[src/rtl/mem_access_unit.sv]
// LC-3b MEM-stage data-access controller: issues dmem reads/writes and stalls the pipeline.
// Define MEM_INDIRECT_EN to give LDI/STI a pointer fetch; otherwise they act as LDR/STR.
module mem_access_unit (
  input  logic        clk,
  input  logic        reset,
  input  logic        req_valid,
  input  logic [3:0]  opcode,
  input  logic [15:0] address,
  input  logic [15:0] store_data,
  output logic        mem_stall,
  output logic        mem_done,
  output logic [15:0] load_data,
  output logic [15:0] load_address,
  output logic        dmem_read,
  output logic        dmem_write,
  output logic [1:0]  dmem_byte_enable,
  output logic [15:0] dmem_address,
  output logic [15:0] dmem_wdata,
  input  logic        dmem_resp,
  input  logic [15:0] dmem_rdata
);

  localparam logic [3:0] OP_LDB = 4'b0010;
  localparam logic [3:0] OP_STB = 4'b0011;
  localparam logic [3:0] OP_LDR = 4'b0110;
  localparam logic [3:0] OP_STR = 4'b0111;
  localparam logic [3:0] OP_LDI = 4'b1010;
  localparam logic [3:0] OP_STI = 4'b1011;

`ifdef MEM_INDIRECT_EN
  typedef enum logic [1:0] {S_IDLE, S_ACCESS, S_DONE, S_IND} state_t;
`else
  typedef enum logic [1:0] {S_IDLE, S_ACCESS, S_DONE} state_t;
`endif

  state_t      state_q, state_d;
  logic [3:0]  op_q, op_d;
  logic [15:0] addr_q, addr_d;
  logic [15:0] sdata_q, sdata_d;
  logic        dmem_read_q, dmem_read_d;
  logic        dmem_write_q, dmem_write_d;
  logic [1:0]  dmem_byte_enable_q, dmem_byte_enable_d;
  logic [15:0] dmem_address_q, dmem_address_d;
  logic [15:0] dmem_wdata_q, dmem_wdata_d;
  logic [15:0] load_data_q, load_data_d;
  logic [15:0] load_address_q, load_address_d;
  logic        mem_done_q, mem_done_d;

  function automatic logic is_mem_op(input logic [3:0] op);
    return (op == OP_LDB) || (op == OP_STB) || (op == OP_LDR) ||
           (op == OP_STR) || (op == OP_LDI) || (op == OP_STI);
  endfunction

  function automatic logic is_load_op(input logic [3:0] op);
    return (op == OP_LDB) || (op == OP_LDR) || (op == OP_LDI);
  endfunction

  // Final-access request as {read, write, byte_enable, wdata}; loads always fetch the full word.
  function automatic logic [19:0] access_req(input logic [3:0] op, input logic lane_hi,
                                             input logic [15:0] sd);
    logic [19:0] r;
    if (is_load_op(op)) begin
      r = {1'b1, 1'b0, 2'b11, 16'h0000};
    end else if (op == OP_STB) begin
      r = {1'b0, 1'b1, (lane_hi ? 2'b10 : 2'b01), sd[7:0], sd[7:0]};
    end else begin
      r = {1'b0, 1'b1, 2'b11, sd};
    end
    return r;
  endfunction

  always_comb begin
    state_d            = state_q;
    op_d               = op_q;
    addr_d             = addr_q;
    sdata_d            = sdata_q;
    dmem_read_d        = dmem_read_q;
    dmem_write_d       = dmem_write_q;
    dmem_byte_enable_d = dmem_byte_enable_q;
    dmem_address_d     = dmem_address_q;
    dmem_wdata_d       = dmem_wdata_q;
    load_data_d        = load_data_q;
    load_address_d     = load_address_q;
    mem_done_d         = 1'b0;

    case (state_q)
      S_IDLE: begin
        {dmem_read_d, dmem_write_d, dmem_byte_enable_d, dmem_wdata_d} = '0;
        dmem_address_d = '0;
        if (req_valid && is_mem_op(opcode)) begin
          op_d    = opcode;
          addr_d  = address;
          sdata_d = store_data;
`ifdef MEM_INDIRECT_EN
          if ((opcode == OP_LDI) || (opcode == OP_STI)) begin
            state_d            = S_IND;
            dmem_read_d        = 1'b1;
            dmem_byte_enable_d = 2'b11;
            dmem_address_d     = address;
          end else
`endif
          begin
            state_d        = S_ACCESS;
            {dmem_read_d, dmem_write_d, dmem_byte_enable_d, dmem_wdata_d} =
              access_req(opcode, address[0], store_data);
            dmem_address_d = address;
          end
        end
      end
`ifdef MEM_INDIRECT_EN
      S_IND: begin
        // Pointer returned by the first read becomes the final access address.
        if (dmem_resp) begin
          state_d        = S_ACCESS;
          addr_d         = dmem_rdata;
          {dmem_read_d, dmem_write_d, dmem_byte_enable_d, dmem_wdata_d} =
            access_req(op_q, dmem_rdata[0], sdata_q);
          dmem_address_d = dmem_rdata;
        end
      end
`endif
      S_ACCESS: begin
        if (dmem_resp) begin
          state_d        = S_DONE;
          mem_done_d     = 1'b1;
          load_address_d = addr_q;
          if (is_load_op(op_q)) load_data_d = dmem_rdata;
          {dmem_read_d, dmem_write_d, dmem_byte_enable_d, dmem_wdata_d} = '0;
          dmem_address_d = '0;
        end
      end
      S_DONE: begin
        state_d = S_IDLE;
        {dmem_read_d, dmem_write_d, dmem_byte_enable_d, dmem_wdata_d} = '0;
        dmem_address_d = '0;
      end
      default: begin
        state_d = S_IDLE;
        {dmem_read_d, dmem_write_d, dmem_byte_enable_d, dmem_wdata_d} = '0;
        dmem_address_d = '0;
      end
    endcase
  end

  // Stall must be visible in the detect cycle, so it is decoded from state rather than registered.
  always_comb begin
    mem_stall = 1'b0;
    case (state_q)
      S_IDLE:   mem_stall = req_valid && is_mem_op(opcode);
      S_ACCESS: mem_stall = 1'b1;
`ifdef MEM_INDIRECT_EN
      S_IND:    mem_stall = 1'b1;
`endif
      default:  mem_stall = 1'b0;
    endcase
  end

  always_ff @(posedge clk) begin
    if (reset) begin
      state_q            <= S_IDLE;
      dmem_read_q        <= 1'b0;
      dmem_write_q       <= 1'b0;
      dmem_byte_enable_q <= 2'b00;
      dmem_address_q     <= 16'h0000;
      dmem_wdata_q       <= 16'h0000;
      load_data_q        <= 16'h0000;
      load_address_q     <= 16'h0000;
      mem_done_q         <= 1'b0;
    end else begin
      state_q            <= state_d;
      dmem_read_q        <= dmem_read_d;
      dmem_write_q       <= dmem_write_d;
      dmem_byte_enable_q <= dmem_byte_enable_d;
      dmem_address_q     <= dmem_address_d;
      dmem_wdata_q       <= dmem_wdata_d;
      load_data_q        <= load_data_d;
      load_address_q     <= load_address_d;
      mem_done_q         <= mem_done_d;
    end
  end

  // Latched instruction fields are only consumed after a fresh capture in IDLE.
  always_ff @(posedge clk) begin
    op_q    <= op_d;
    addr_q  <= addr_d;
    sdata_q <= sdata_d;
  end

  assign mem_done         = mem_done_q;
  assign load_data        = load_data_q;
  assign load_address     = load_address_q;
  assign dmem_read        = dmem_read_q;
  assign dmem_write       = dmem_write_q;
  assign dmem_byte_enable = dmem_byte_enable_q;
  assign dmem_address     = dmem_address_q;
  assign dmem_wdata       = dmem_wdata_q;

endmodule

[config.mk]
export PLATFORM = sky130hd
export DESIGN_NAME = mem_access_unit
export DESIGN_NICKNAME = d
export VERILOG_FILES = /design/src/rtl/mem_access_unit.sv
export SDC_FILE = /design/constraint.sdc
export NUM_CORES = 1
export LEC_CHECK = 0
export ABC_AREA = 1
export BUFFER_PORTS_ARGS = -buffer_cell sky130_fd_sc_hd__buf_2
export CAP_MARGIN = 20
export CORE_MARGIN = 1
export CORE_UTILIZATION = 43
export DETAILED_ROUTE_END_ITERATION = 8
export HOLD_SLACK_MARGIN = 0.05
export PLACE_DENSITY_LB_ADDON = 0.2
export SLEW_MARGIN = 20
export SYNTH_ARGS = -nofsm -noshare
export SYNTH_HDL_FRONTEND = slang
export SYNTH_SLANG_ARGS = --single-unit
[constraint.sdc]
create_clock -name clk -period 1.3 [get_ports clk]
set_clock_uncertainty 0.05 [all_clocks]
set_input_delay 0.13 -clock clk [delete_from_list [all_inputs] [get_ports clk]]
set_output_delay 0.13 -clock clk [all_outputs]
set_load 0.005 [all_outputs]
==> results of run 1 <==
==> power by group through the flow <==
stage	registers [mW]	logic (mW)	clock network [mW]
floorplan	3.06	0.179	0
global placement	3.06	0.408	0
detailed placement	3.06	0.412	0
CTS	2.99	0.523	1.81
global route	3.01	0.604	1.94
finish	3.00	0.549	1.76
==> synth_stat cells, drive strengths merged <==
| cell | n |
|---|---|
| nand2 | 90 |
| dfxtp | 71 |
| a21oi | 52 |
| o21ai | 34 |
| nor2 | 27 |
| edfxtp | 20 |
| inv | 20 |
| nor3 | 16 |
| clkbuf | 11 |
| nand3 | 11 |
| buf | 9 |
| clkinv | 1 |
| nand3b | 1 |
| nand4 | 1 |
==> cells in the final DEF, fill, tap and decap left out, types with 2 or more instances in the layout <==
| cell | instances |
|---|---|
| dfxtp_1 | 69 |
| dlygate4sd3_1 | 44 |
| inv_1 | 18 |
| clkinv_4 | 2 |
| buf_2 | 125 |
| edfxtp_1 | 20 |
| a21oi_1 | 51 |
| nand2_1 | 87 |
| inv_6 | 2 |
| inv_2 | 3 |
| o21ai_0 | 27 |
| buf_6 | 2 |
| nor3_1 | 15 |
| nor2_1 | 21 |
| buf_4 | 5 |
| nor2_4 | 6 |
| clkbuf_8 | 10 |
| o21ai_1 | 6 |
| buf_12 | 7 |
| nand2_2 | 3 |
| nand3_1 | 10 |
==> cell families after synthesis <==
| family | share of synthesized area |
|---|---|
| flip-flops | 0.619 |
| AND/OR/NAND/NOR | 0.191 |
| AO/OA/AOI/OAI | 0.132 |
| buffers and inverters | 0.0586 |
==> layout make-up <==
type                            count  area [µm²]
Timing Repair Buffer              184        1290
Tap cell                           99         124
Fill cell                         630        2470
Sequential cell                    91        2030
Multi-Input combinational cell    233        1110
Inverter                           21        78.8
Clock inverter                      6        47.5
Clock buffer                       10         138
==> final timing paths <==
check                                                   start                             to  slack [ns]
worst min-delay path                           store_data[10]    dmem_wdata[10]$_SDFFE_PP0P_        0.08
worst min register to register  load_address[14]$_SDFFE_PP0P_  load_address[14]$_SDFFE_PP0P_        0.39
worst max register to register        state_q[1]$_SDFFE_PP0P_     load_data[14]$_SDFFE_PP0P_        0.03
worst max-delay path                  state_q[0]$_SDFFE_PP0P_                      mem_stall       0.002
==> timing repair <==
item / 4_1_cts / 5_1_grt
endpoints found under the setup margin: 1 / 29
resized for setup: 6 / 15
pin swaps: 2 / 2
gates cloned: 0 / 2
hold buffers: 44 / 0
setup buffers: 1 / 1
endpoints found under the hold margin: 61 / 0
==> worst max-delay path, stage by stage, from the launching register on <==
cell	delay, ns
dfxtp_4	0.37
nor2_4	0.11
inv_2	0.06
o21ai_2	0.11
buf_2	0.12
==> sequential cells by signal (all words and copies together) (netlist names) <==
signal and flops:
addr_q 16, dmem_address 16, dmem_byte_enable 2, dmem_read 1
dmem_wdata 16, dmem_write 1, load_address 16, load_data 16
mem_done 1, op_q 4, state_q 2
==> metal layers <==
metal  vias up  track usage  share of wire
li1       1553            -              -
met1      1406        0.225           0.41
met2       117        0.367           0.49
met3        22       0.0526          0.073
met4         0        0.108          0.027
met5         -            0              0
==> stage by stage <==
stage          hold slack, ns  setup TNS (ns)  std cells  power, mW  utilization
2_1_floorplan           0.179               0        364       3.24            -
3_3_place_gp            0.275               0        580       3.47        0.559
3_5_place_dp            0.273               0        580       3.47        0.559
4_1_cts                0.0594               0        641       5.33        0.647
5_1_grt                0.0896          -0.256        644       5.55        0.661
6_report               0.0753               0        644       5.30        0.661
==> flow_metrics.py, run 1 <==
metrics = {
    "run_status": {
        "status": "finished clean",
    },
    "die": {
        "die_h_um": 89.2,
        "ios": 126,
        "die_area_um2": 7950,
        "fp.dieW_um": 89.2,
        "coreArea_um2": 7290,
        "start_util": 0.448,
        "rows": 31,
    },
    "synthesis": {
        "synth.yosys.warnings": 0,
        "syn-instance-count": 364,
        "synth_seq_cells": 91,
        "syn_area_um2": 3270,
        "synth_seq_area_share": 0.619,
        "synth_nets": 420,
        "synthDistinctLibCells": 22,
        "synth_top_area_share": 0.435,
        "yosysTopAreaCell": "dfxtp_1",
        "synthesis.area_per_instance_um2": 8.98,
        "yosys-top-cells-area": "dfxtp_1 43%, edfxtp_1 18%, nand2_1 10%, a21oi_1 8.0%, o21ai_0 4.6%",
    },
    "route": {
        "drc_errors": 0,
        "avgViaCountPerCell": 4.81,
        "totalWireLength_mm": 8.41,
        "first_iter_violations": 158,
        "wire_per_inst_um": 13.1,
        "via_count": 3098,
        "first_pass_iters": 5,
        "ant_nets": 0,
    },
    "worst_setup_path": {
        "arrival_ns": 1.12,
        "cp-end-kind": "output pin",
        "worstPathMaxFanout": 3,
        "critical_path_class": "reg2out",
        "critical_path_required_ns": 1.12,
        "r2r_cells": 6,
        "critPathLaunchType": "flop",
    },
    "pwr": {
        "ir_worst_vdd_v": 0.000682,
        "p_sw_mw": 1.29,
        "clockPowerShare": 0.331,
        "combPwrFrac": 0.104,
        "power.density_nw_per_um2": 1100,
        "p_seq_frac": 0.565,
        "intPower_mw": 4.01,
        "p_leak_nw": 2.11,
        "sw_frac_of_total": 0.244,
    },
    "grt": {
        "grt_usage": 0.206,
        "grt_first_pass_wirelength_mm": 12.3,
        "grt_remaining_overflow": 0,
        "grt_pass1_vias": 2734,
        "grt_max_degree": 40,
        "grt_antenna_before_repair": 0,
    },
    "placed_design": {
        "port_buffers": 125,
        "pre_cts_ws_ns": 0.0375,
        "place_congestion": 0.832,
        "placedInstanceArea_um2": 4080,
        "dp_hpwl_mm": 5.15,
    },
    "timing": {
        "slew_headroom": 0.716,
        "tightest_slew_ns": 0.426,
        "final-setup-viol-count": 0,
        "hold_viol_final": 0,
        "worst_slack_ns": 0.00220,
        "period_share": 0.998,
        "fmax_mhz": 771,
        "rsz0062_at_grt": "yes",
        "report.final.slew_viol_count": 0,
        "period_minus_slack_ns": 1.30,
    },
    "worst_hold_path": {
        "hold_path.class": "in2reg",
        "min_path_cells": 5,
    },
    "clocking": {
        "clkLatencyLatePin_ns": 0.35,
        "numCtsBuffers": 9,
        "root_buffer": "clkbuf_8",
        "cts_tree": "yes",
        "h-tree-depth": 3,
        "ctsLongestPathBuffers": 2,
        "cts_sinks": 91,
        "cts.clk_slew.worst_paths_ns": 0.09,
    },
    "finish": {
        "synthToLayoutAreaGrowth_pct": 47.5,
        "n_antenna_cell": 0,
        "layout-drive-gt1-share": 0.323,
        "postLayoutCellArea_um2": 4820,
        "fin_nets": 596,
    },
    "flow_run": {
        "cap_viol_max_count": 0,
    },
}
No activity file was read; power rests on OpenSTA's default activity.
==> run 2: changes to the inputs <==
--- a/config.mk
+++ b/config.mk
@@ -5,11 +5,10 @@
 export SDC_FILE = /design/constraint.sdc
 export NUM_CORES = 1
 export LEC_CHECK = 0
-export ABC_AREA = 1
 export BUFFER_PORTS_ARGS = -buffer_cell sky130_fd_sc_hd__buf_2
 export CAP_MARGIN = 20
 export CORE_MARGIN = 1
-export CORE_UTILIZATION = 43
+export CORE_UTILIZATION = 44
 export DETAILED_ROUTE_END_ITERATION = 8
 export HOLD_SLACK_MARGIN = 0.05
 export PLACE_DENSITY_LB_ADDON = 0.2
==> flow_metrics.py, run 2 <==
metrics = {
    "timing": {
        "report.final.slew_viol_count": 0,
        "rsz0062_at_grt": "yes",
        "worst_slack_ns": -0.223,
        "final-setup-viol-count": 81,
        "slew_headroom": 0.676,
        "setup_tns_ns": -6.85,
        "hold_viol_final": 0,
        "fmax_mhz": 656,
        "period_share": 1.17,
        "tightest_slew_ns": 0.486,
        "period_minus_slack_ns": 1.52,
    },
    "placed_design": {
        "place_congestion": 0.790,
        "dp_hpwl_mm": 5.76,
        "dpl.cell_count": 533,
        "port_buffers": 125,
    },
    "pwr": {
        "p_leak_nw": 2.40,
        "power.density_nw_per_um2": 1040,
        "ir_worst_vdd_v": 0.000640,
        "finalPower_mw": 6.01,
    },
    "clocking": {
        "h-tree-depth": 3,
        "cts.clk_slew.worst_paths_ns": 0.09,
        "numCtsBuffers": 9,
        "clkLatencyLatePin_ns": 0.35,
        "ctsLongestPathBuffers": 2,
        "cts_tree": "yes",
        "cts_sinks": 91,
        "root_buffer": "clkbuf_8",
    },
    "synthesis": {
        "yosysTopAreaCell": "dfxtp_1",
        "synthesis.area_per_instance_um2": 10.5,
        "async_flop_share": 0,
        "yosys-top-cells-area": "dfxtp_1 42%, edfxtp_1 18%, a32oi_1 6.4%, a21oi_1 4.9%, nand2_1 4.0%",
        "synth_seq_cells": 91,
        "synth-edff-count": 20,
        "synth_top_area_share": 0.418,
        "syn_area_um2": 3400,
        "yosysMostFrequentCell": "dfxtp_1",
        "synth_seq_area_share": 0.595,
        "ys.flop_type": "dfxtp_1",
        "syn-instance-count": 323,
        "synthDistinctLibCells": 30,
        "synth_common_cells": "71 x dfxtp_1, 36 x nand2_1, 33 x a21oi_1, 29 x nor2_1, 25 x a32oi_1",
        "synth_nets": 379,
        "synth.yosys.warnings": 0,
    },
    "worst_setup_path": {
        "critical_path_class": "reg2out",
        "reg2reg_to": "addr_q[15]$_DFFE_PP_",
        "startpoint": "state_q[0]$_SDFFE_PP0P_",
        "rrSetupSlack_ns": -0.19,
        "critical_path_required_ns": 1.12,
        "worstPathMaxFanout": 2,
        "arrival_ns": 1.34,
        "cp-end-kind": "output pin",
        "endpoint": "mem_stall",
        "critPathLaunchType": "flop",
        "reg2reg_from": "state_q[1]$_SDFFE_PP0P_",
        "r2r_cells": 4,
    },
    "finish": {
        "layout-drive-gt1-share": 0.456,
        "fin_cells": 628,
        "nFillCells": 447,
        "fin_util": 0.788,
        "synthToLayoutAreaGrowth_pct": 70.8,
        "final_common_cell": "buf_2",
        "seq_area_um2": 2020,
        "fin_nets": 580,
        "multi_input_area_um2": 1580,
        "n_antenna_cell": 0,
        "layout_common_cells": "125 x buf_2, 69 x dfxtp_1, 52 x dlygate4sd3_1",
    },
    "route": {
        "totalWireLength_mm": 11.2,
        "drc_errors": 0,
        "avgViaCountPerCell": 5.37,
        "via_count": 3375,
        "first_pass_iters": 4,
        "ant_nets": 0,
        "wire_per_inst_um": 17.8,
        "first_iter_violations": 104,
    },
    "grt": {
        "grt_antenna_before_repair": 0,
        "grt_pass1_vias": 3164,
        "grt_first_pass_wirelength_mm": 15.6,
        "grt_usage": 0.244,
        "grt_remaining_overflow": 0,
        "grt_max_degree": 35,
    },
    "run_status": {
        "status": "finished, violations left",
        "violations": "negative setup slack",
    },
    "die": {
        "coreArea_um2": 7370,
        "die_area_um2": 8080,
        "start_util": 0.461,
        "fp.dieW_um": 89.9,
        "rows": 31,
        "die_h_um": 89.9,
        "ios": 126,
    },
    "flow_run": {
        "cap_viol_max_count": 0,
    },
    "worst_hold_path": {
        "hold_path.class": "in2reg",
    },
}
[run 2: cell count changes after synthesis, moves of 16 or more]
cell	change
a21oi_1	-19
o31ai_1	+16
inv_1	-17
a32oi_1	+25
nor3_1	-16
nand2_1	-53
o21ai_0	-22
[run 2: timing repair]
item,CTS,global route
hold buffers,52,0
setup endpoints to repair,36,76
setup buffers,9,6
pin swaps,6,58
hold endpoints to repair,68,0
gates resized for setup,19,77
cloned,8,8
[run 2: layout make-up]
type / instances / area share
inverters: 3 / 0.00194
clock inverters: 7 / 0.0198
clock buffers: 9 / 0.0213
flip-flops and latches: 91 / 0.349
repair buffers: 221 / 0.314
well taps: 99 / 0.0213
multi-input cells: 198 / 0.272
[run 2: metrics by stage]
step	setup WS, ns	hold slack [ns]	area (µm²)
6_report	-0.223	0.146	5810
3_5_place_dp	-0.0358	0.283	4180
2_1_floorplan	0.0125	0.179	3400
3_3_place_gp	0.0157	0.278	4180
5_1_grt	-0.274	0.132	5810
4_1_cts	-0.242	0.125	5290
[run 2: worst min path at each step]
stage          slack (ns)                     end        from  depth (start not counted)
4_1_cts              0.12  dmem_read$_SDFFE_PP0P_   opcode[0]                          4
3_3_place_gp         0.28     addr_q[7]$_DFFE_PP_  address[7]                          1
2_1_floorplan        0.18     addr_q[0]$_DFFE_PP_  address[0]                          0
6_report             0.15  dmem_read$_SDFFE_PP0P_   opcode[0]                          4
5_1_grt              0.13  dmem_read$_SDFFE_PP0P_   opcode[0]                          4
3_5_place_dp         0.28     addr_q[8]$_DFFE_PP_  address[8]                          1
[run 2: where the power goes]
part           internal, mW  switching (mW)  total (mW)
combinational         0.397           0.355       0.752
sequential             2.95          0.0352        2.99
clock                  1.27           0.996        2.27
total                  4.63            1.39        6.01
[run 2: per-layer routing]
| metal | GRT usage | up-vias | routed length [µm] | share of wire |
|---|---|---|---|---|
| met5 | 0 | - | 0 | 0 |
| met4 | 0.0901 | 0 | 187 | 0.017 |
| met1 | 0.310 | 1612 | 4740 | 0.42 |
| li1 | - | 1599 | - | - |
| met2 | 0.409 | 145 | 5640 | 0.50 |
| met3 | 0.0541 | 19 | 618 | 0.055 |
[run 2: kinds of logic after synthesis]
| logic type | count (synthesis) | synth area share |
|---|---|---|
| flip-flops | 91 | 0.595 |
| multiplexers | 8 | 0.0236 |
| buffers and inverters | 34 | 0.0501 |
| AO/OA/AOI/OAI | 89 | 0.177 |
| AND/OR/NAND/NOR | 101 | 0.154 |
[run 2: critical path, cell delays in order (launching register included)]
cell      delay (ns)
dfxtp_2         0.33
and4bb_2        0.25
and2_4          0.14
a21o_1          0.16
buf_2           0.13
==> run 3: changes to the inputs <==
--- a/config.mk
+++ b/config.mk
@@ -12,6 +12,7 @@
 export DETAILED_ROUTE_END_ITERATION = 8
 export HOLD_SLACK_MARGIN = 0.05
 export PLACE_DENSITY_LB_ADDON = 0.2
+export SETUP_SLACK_MARGIN = 0.4
 export SLEW_MARGIN = 20
 export SYNTH_ARGS = -nofsm -noshare
 export SYNTH_HDL_FRONTEND = slang
==> flow_metrics.py, run 3 (synthesis gave the netlist of run 2 again) <==
metrics = {
    "worst_hold_path": {
        "hold_path.class": "in2reg",
    },
    "grt": {
        "grt_usage": 0.284,
        "grt_antenna_before_repair": 0,
        "grt_max_degree": 33,
        "grt_pass1_vias": 3538,
        "grt_remaining_overflow": 0,
        "grt_first_pass_wirelength_mm": 18.1,
    },
    "timing": {
        "tightest_slew_ns": 0.485,
        "hold_viol_final": 0,
        "worst_slack_ns": -0.355,
        "rsz0062_at_grt": "yes",
        "final-setup-viol-count": 92,
        "slew_headroom": 0.677,
        "period_minus_slack_ns": 1.65,
        "fmax_mhz": 604,
        "period_share": 1.27,
        "report.final.slew_viol_count": 0,
    },
    "worst_setup_path": {
        "reg2reg_from": "state_q[0]$_SDFFE_PP0P_",
        "cp.depth": 8,
        "critical_path_required_ns": 1.49,
        "startpoint": "state_q[0]$_SDFFE_PP0P_",
        "path_buf_inv": 5,
        "cp-end-kind": "flop",
        "crit_path_max_incr_delay_ns": 0.34,
        "cp_top_family": "buffers and inverters",
        "worst_path_max_delay_cell": "dfxtp_2",
        "arrival_ns": 1.85,
        "critPathLaunchType": "flop",
        "endpoint": "dmem_wdata[3]$_SDFFE_PP0P_",
        "r2r_cells": 8,
        "worstPathMaxFanout": 5,
        "path_cells": "buf_6 -> nor3b_4 -> buf_6 -> buf_12 -> buf_12 -> buf_16 -> a32oi_1 -> nor2_1",
        "reg2reg_to": "dmem_wdata[3]$_SDFFE_PP0P_",
        "critical_path_class": "reg2reg",
        "rrSetupSlack_ns": -0.35,
    },
    "placed_design": {
        "placedInstanceArea_um2": 4220,
        "port_buffers": 125,
        "place_congestion": 0.870,
        "dp_hpwl_mm": 5.67,
        "pre_cts_ws_ns": -0.0321,
    },
    "die": {
        "fp.dieW_um": 89.9,
        "start_util": 0.461,
        "coreArea_um2": 7370,
        "rows": 31,
        "ios": 126,
        "die_h_um": 89.9,
        "die_area_um2": 8080,
    },
    "route": {
        "first_pass_iters": 5,
        "wire_per_inst_um": 23.7,
        "avgViaCountPerCell": 5.93,
        "totalWireLength_mm": 16.2,
        "first_iter_violations": 222,
        "via_count": 4053,
        "ant_nets": 0,
        "drc_errors": 0,
    },
    "clocking": {
        "cts_tree": "yes",
        "clkLatencyLatePin_ns": 0.37,
        "numCtsBuffers": 9,
        "h-tree-depth": 3,
        "cts.clk_slew.worst_paths_ns": 0.10,
        "cts_sinks": 91,
        "root_buffer": "clkbuf_8",
        "ctsLongestPathBuffers": 2,
    },
    "pwr": {
        "p_leak_nw": 2.82,
        "ir_worst_vdd_v": 0.000834,
        "power.density_nw_per_um2": 909,
    },
    "finish": {
        "fin_nets": 635,
        "final_common_cell": "buf_2",
        "nFillCells": 243,
        "fin_util": 0.921,
        "postLayoutCellArea_um2": 6790,
        "layout_common_cells": "102 x buf_2, 69 x dfxtp_2, 54 x buf_4",
        "multi_input_area_um2": 1770,
        "synthToLayoutAreaGrowth_pct": 99.7,
        "seq_area_um2": 2120,
        "layout-drive-gt1-share": 0.675,
        "n_antenna_cell": 0,
    },
    "flow_run": {
        "cap_viol_max_count": 0,
    },
    "run_status": {
        "status": "finished, violations left",
        "violations": "negative setup slack",
    },
}
run 3: cell count changes in the layout (fill, tap and decap cells not counted), moves of 23 or more:
cell,change
buf_2,-23
buf_6,+26
buf_4,+42
dfxtp_2,+67
dfxtp_1,-69
run 3: what timing repair did:
item	CTS	global route
cloned	11	5
resized for setup	123	112
buffers inserted	27	37
hold buffers	52	0
pin swaps	48	76
endpoints found under the hold margin	67	0
endpoints found under the setup margin	161	161
run 3: cell type report:
cell class,count,share of cell area
clock buffers,9,0.0182
clock inverters,7,0.0135
inverters,3,0.00166
multi-input cells,198,0.260
flip-flops and latches,91,0.312
well taps,99,0.0182
repair buffers,276,0.377
run 3: metal layers:
| layer | part of all wire | wire [µm] | vias up | global-route usage |
|---|---|---|---|---|
| met5 | 0 | 0 | - | 0 |
| met4 | 0.053 | 859 | 0 | 0.125 |
| met3 | 0.076 | 1240 | 83 | 0.0643 |
| met2 | 0.51 | 8300 | 287 | 0.492 |
| met1 | 0.36 | 5810 | 1968 | 0.339 |
| li1 | - | - | 1715 | - |
run 3: where the power goes:
group          internal (mW)  switching (mW)
Sequential              2.96          0.0437
Clock                   1.08            1.09
Combinational          0.530           0.466
run 3: how the worst min path moves through the flow:
stage | from | to | slack [ns] | cells after the start
after floorplan | address[0] | addr_q[0]$_DFFE_PP_ | 0.18 | 0
after global placement | address[6] | addr_q[6]$_DFFE_PP_ | 0.28 | 1
after detailed placement | address[10] | addr_q[10]$_DFFE_PP_ | 0.28 | 1
after CTS | reset | dmem_wdata[2]$_SDFFE_PP0P_ | 0.07 | 2
after global routing | reset | dmem_wdata[4]$_SDFFE_PP0P_ | 0.10 | 2
final | reset | dmem_wdata[4]$_SDFFE_PP0P_ | 0.11 | 2
run 3: through the flow:
step / std cells / TNS [ns] / power, mW / hold WS, ns
6_report: 683 / -17.54 / 6.17 / 0.112
5_1_grt: 683 / -21.08 / 6.31 / 0.104
4_1_cts: 641 / -7.76 / 5.85 / 0.0728
3_5_place_dp: 535 / -0.468 / 3.50 / 0.282
3_3_place_gp: 535 / -0.0559 / 3.49 / 0.276
2_1_floorplan: 323 / 0 / 3.27 / 0.179
